--- config.mk ---
export PLATFORM = sky130hd
export DESIGN_NAME = reg_load_arbiter
export DESIGN_NICKNAME = d
export VERILOG_FILES = /design/src/rtl/reg_ctrl_pkg.sv /design/src/rtl/rr_pick.sv /design/src/rtl/reg_load_arbiter.sv
export SDC_FILE = /design/constraint.sdc
export NUM_CORES = 1
export LEC_CHECK = 0
export CAP_MARGIN = 15
export CORE_UTILIZATION = 40
export DETAILED_ROUTE_END_ITERATION = 12
export MAX_ROUTING_LAYER = met4
export PLACE_DENSITY = 0.73
export SLEW_MARGIN = 10
export SYNTH_ARGS = -nofsm -noshare
export SYNTH_HDL_FRONTEND = slang
export SYNTH_HIERARCHICAL = 1
export SYNTH_SLANG_ARGS = --single-unit
--- constraint.sdc ---
create_clock -name clk -period 2.45 [get_ports clk]
set_clock_uncertainty 0.2 [all_clocks]
set_input_delay 0.49 -clock clk [delete_from_list [all_inputs] [get_ports clk]]
set_output_delay 0.49 -clock clk [all_outputs]
set_load 0.05 [all_outputs]
--- src/rtl/reg_ctrl_pkg.sv ---
// reg_ctrl_pkg: shared types and constants for the register load arbiter
// Contents: state_t (IDLE/LOAD/HOLD), NUM_REQ requester count, PTR_W pointer width
package reg_ctrl_pkg;
    typedef enum logic [1:0] {IDLE, LOAD, HOLD} state_t;
    localparam int NUM_REQ = 4;
    localparam int PTR_W   = $clog2(NUM_REQ);
endpackage

--- src/rtl/rr_pick.sv ---
// rr_pick: combinational round-robin winner select starting at ptr
// Ports: req - level requests; ptr - highest-priority index;
//        valid - any request present; win - winning requester index
module rr_pick
    import reg_ctrl_pkg::*;
(
    input  logic [NUM_REQ-1:0] req,
    input  logic [PTR_W-1:0]   ptr,
    output logic               valid,
    output logic [PTR_W-1:0]   win
);
    always_comb begin
        valid = |req;
        win   = ptr;
        // scan farthest-first so the nearest requester at or after ptr wins
        for (int i = NUM_REQ - 1; i >= 0; i--)
            if (req[ptr + PTR_W'(i)]) win = ptr + PTR_W'(i);
    end
endmodule

--- src/rtl/reg_load_arbiter.sv ---
// reg_load_arbiter: round-robin sharing of one loadable register among four requesters
// Ports: clk - clock; clr - async active-high reset; req - level requests;
//        d0..d3 - requester data; load - one-cycle register load strobe;
//        d_out - data to register; gnt - one-hot grant; done - last hold cycle;
//        busy - high during load and hold
module reg_load_arbiter
    import reg_ctrl_pkg::*;
#(
    parameter int WIDTH       = 4,
    parameter int HOLD_CYCLES = 4
) (
    input  logic               clk,
    input  logic               clr,
    input  logic [NUM_REQ-1:0] req,
    input  logic [WIDTH-1:0]   d0,
    input  logic [WIDTH-1:0]   d1,
    input  logic [WIDTH-1:0]   d2,
    input  logic [WIDTH-1:0]   d3,
    output logic               load,
    output logic [WIDTH-1:0]   d_out,
    output logic [NUM_REQ-1:0] gnt,
    output logic               done,
    output logic               busy
);
    localparam int CW = HOLD_CYCLES > 1 ? $clog2(HOLD_CYCLES) : 1;
    state_t           state, state_nx;
    logic [PTR_W-1:0] ptr, win, pick;
    logic             valid;
    logic [CW-1:0]    cnt;
    logic [WIDTH-1:0] d_sel;

    rr_pick u_pick (.req(req), .ptr(ptr), .valid(valid), .win(pick));

    assign d_sel = pick == 2'd0 ? d0 : pick == 2'd1 ? d1 : pick == 2'd2 ? d2 : d3;

    always_ff @(posedge clk or posedge clr) begin
        if (clr) state <= IDLE;
        else     state <= state_nx;
    end

    // hold exit is tested before any decrement, so cnt never wraps
    always_comb begin
        state_nx = state == IDLE ? (valid ? LOAD : IDLE) :
                   state == LOAD ? HOLD :
                   cnt == '0     ? IDLE : HOLD;
        load     = state == LOAD;
        done     = state == HOLD && cnt == '0;
        busy     = state != IDLE;
    end

    always_ff @(posedge clk or posedge clr) begin
        if (clr) begin
            gnt   <= '0;
            d_out <= '0;
            ptr   <= '0;
            win   <= '0;
            cnt   <= '0;
        end else begin
            case (state)
                IDLE: if (valid) begin
                    gnt   <= NUM_REQ'(1) << pick;
                    d_out <= d_sel;
                    win   <= pick;
                end
                LOAD: begin
                    ptr <= win + 1'b1;
                    cnt <= CW'(HOLD_CYCLES - 1);
                end
                HOLD: if (cnt == '0) begin
                    gnt   <= '0;
                    d_out <= '0;
                end else begin
                    cnt <= cnt - 1'b1;
                end
                default: ;
            endcase
        end
    end
endmodule

==> metrics.md <==
| Metric | Value |
|---|---|
| Status | `finished, final reports clean` |
| All-Layer GR Usage | `0.1829` |
| Initial antenna violation count | `0` |
| Met3 Routed Length | `120 um` |
| Uppermost layer routed | `met4` |
| Crit end category | `flip-flop` |
| Final hold vios | `0` |
| Warnings, synthesis | `6` |
| Worst min path class | `reg2reg` |
| Commonest cells after routing, fill and taps aside | `clkdlybuf4s50_1 (29), dfrtp_1 (16), buf_4 (11)` |
| Full die area | `2472 sq um` |
| Layout Nets | `roughly 140` |
| Initial Utilization | `0.4461` |
| Setup bufs post-CTS | `0` |
| Vias | `roughly 760` |
| Metal2 WL | `849 um` |
| Number of distinct library cells after synthesis | `33` |
| Cell accounting for the most synthesized area | `dfrtp_1` |
| # setup viols final | `0` |
| Post-route ant nets | `0` |
| Synthesized Nets | `103` |
| Detailed Route WL | `1878 um` |
| MaxCap Viol Count | `0` |
| Synthesized instance count | `80` |
| Clock Pin Slew Worst Setup and Hold Paths | `0.08 ns` |
| Met1 wire length | `877 um` |
| Most common cell after layout, fill and taps aside | `clkdlybuf4s50_1` |
| Upper clock frequency limit | `between 400 and 500 MHz` |
| Placer Congestion | `between 0.7 and 0.8` |
| DRT Pass-1 Iters | `3` |
| Critical Path AT | `2.38 ns` |
| Global-route wire length before repair | `~3300 um` |
| Final Util | `0.6593` |
| DR iter-0 viols | `8` |
| Asr flop ratio synth | `1.000` |
| Avg Cell Area, Syn | `11.39 sq um` |
| Core Area | `2042 sq um` |
| Fillers | `roughly 180` |
| Vias per Instance | `slightly above 5` |
| DRC viols | `0` |
| Final worst path period need | `2.407 ns` |
| Hold slack | `between 0.2 and 0.3 ns` |
| WS Path Type | `in2reg` |
| Worst Path Max Fanout | `5` |
| Row cnt | `16` |
| Vias in the first global route | `749` |
| # port buffers | `32` |
| Largest cells by area after synthesis | `dfrtp_1 (44%), mux4_2 (9.9%), a22o_1 (3.8%)` |
| P&R area growth vs syn | `47.80%` |
| Sequential area share after synthesis | `0.4396` |
| P per Cell Area | `roughly 1300 nW/um^2` |
| H-tree depth | `1` |
| Share of layout cells above drive strength 1 | `0.2437` |
| Cts bufs inserted | `3` |
| Later-pin clock latency in the skew report | `about 0.28 ns` |
| Slew Viols, Final | `0` |
| Static Leak | `0.6092 nW` |
| Clock tree sinks | `16` |
| Prevailing post-synth register cell | `dfrtp_1` |
| Clock tree from TritonCTS | `yes` |
| Footprint of the multi-input gates | `481.7 sq um` |
| CTS root buffer | `clkbuf_4` |
| Clock Path Buffers | `2` |
| Share of the synthesized area in the top cell type | `0.4396` |
| Slew HR | `0.6127` |
| Sequential cell area | `400.4 sq um` |
| Post-synth EDFFs | `0` |
| ANT cells | `0` |
| Die X | `a little under 50 um` |
| Num ports | `33` |
| Global route overflow | `0` |
| Die height | `between 40 and 50 um` |
| Period utilization | `0.9822` |
| Worst path required time | `about 2.4 ns` |
| Drt wl/cell | `12.86 um` |
| Startpoint types | `primary input` |
| Worst vdd ir | `0.8232 mV` |
| DP Wirelength | `between 1000 and 1500 um` |
| Worst-Margin Slew | `0.5804 ns` |
| Synth Cell Area | `910.9 sq um` |
| Flops & latches, synth | `16` |
| Largest net degree at the start of global routing | `17` |
through the flow:
step                      instances  instance area (sq um)  power [mW]  setup TNS [ns]  worst slack, ns
after CTS                       146                   1325       1.689               0          0.02716
after global placement          143                   1291       1.509          -1.397          -0.2777
final                           146                   1346       1.683               0          0.04350
after detailed placement        143                   1291       1.535          -1.857          -0.3517
after global routing            146                   1346       1.799        -0.01251         -0.01251
after floorplan                  80                  910.9       1.240               0           0.1293
kinds of logic after synthesis:
| kind of cell | synth area share |
|---|---|
| AOI/OAI and AO/OA | 0.1772 |
| xor gates and xnor gates | 0.009617 |
| adders and majority gates | 0.01373 |
| buffers and inverters | 0.06454 |
| DFF | 0.4396 |
| muxes | 0.1429 |
| and+or+nand+nor | 0.1525 |
layer usage:
metal | up-vias | global-route usage
met4 | 0 | 0.08571
met5 | - | -
met3 | 4 | 0.04012
met1 | 351 | 0.2321
li1 | 370 | -
met2 | 31 | 0.2770
final timing paths:
path	startpoint	endpoint	slack, ns	depth (start not counted)
setup / recovery	req[3]	d_out[3]$_DFFE_PP0P_	0.04	6
hold / removal	gnt[1]$_DFFE_PP0P_	gnt[1]$_DFFE_PP0P_	0.30	1
setup reg to reg	ptr[0]$_DFFE_PP0P_	d_out[3]$_DFFE_PP0P_	0.31	5
hold reg to reg	gnt[1]$_DFFE_PP0P_	gnt[1]$_DFFE_PP0P_	0.30	1
max in group asynchronous	clr	ptr[1]$_DFFE_PP0P_	1.30	2
min in group asynchronous	clr	gnt[0]$_DFFE_PP0P_	0.37	2
registers in the layout, summed over array words and instances (netlist names):
signal  cells
d_out       4
gnt         4
cnt         2
ptr         2
state       2
win         2
Yosys cell counts, types with 2 or more instances:
master     number
a21oi_1         3
a22o_1          4
and2b_2         2
and3b_1         2
buf_6           2
dfrtp_1        16
inv_1           6
mux2_4          2
mux4_2          4
nand2_1         5
nand2b_1        2
nor2_1          4
o21ai_0         6
o22a_1          2
o2bb2ai_1       2
what timing repair did:
action,in CTS,in global routing
endpoints found under the hold margin,0,0
endpoints found under the setup margin,4,2
pin swaps,0,1
resized for setup,3,5
hold buffers,0,0
cloned,0,0
power breakdown:
part           switching, mW  internal, mW
logic                  0.581         0.502
clock network         0.0747        0.0571
registers             0.0811         0.388
cell type report:
class / count / share of cell area
sequential: 16 / 0.2974
multi-input combinational: 53 / 0.3578
inverter: 6 / 0.01673
tap: 27 / 0.02509
clock buffer: 3 / 0.01673
timing repair buffer: 41 / 0.2862
critical path, cell delays in order:
cell	delay, ns
clkdlybuf4s50_1	0.52
and2b_2	0.23
o21ai_2	0.13
o221a_4	0.26
mux4_2	0.51
a22o_1	0.24
Power figures use the tool's default switching activity.
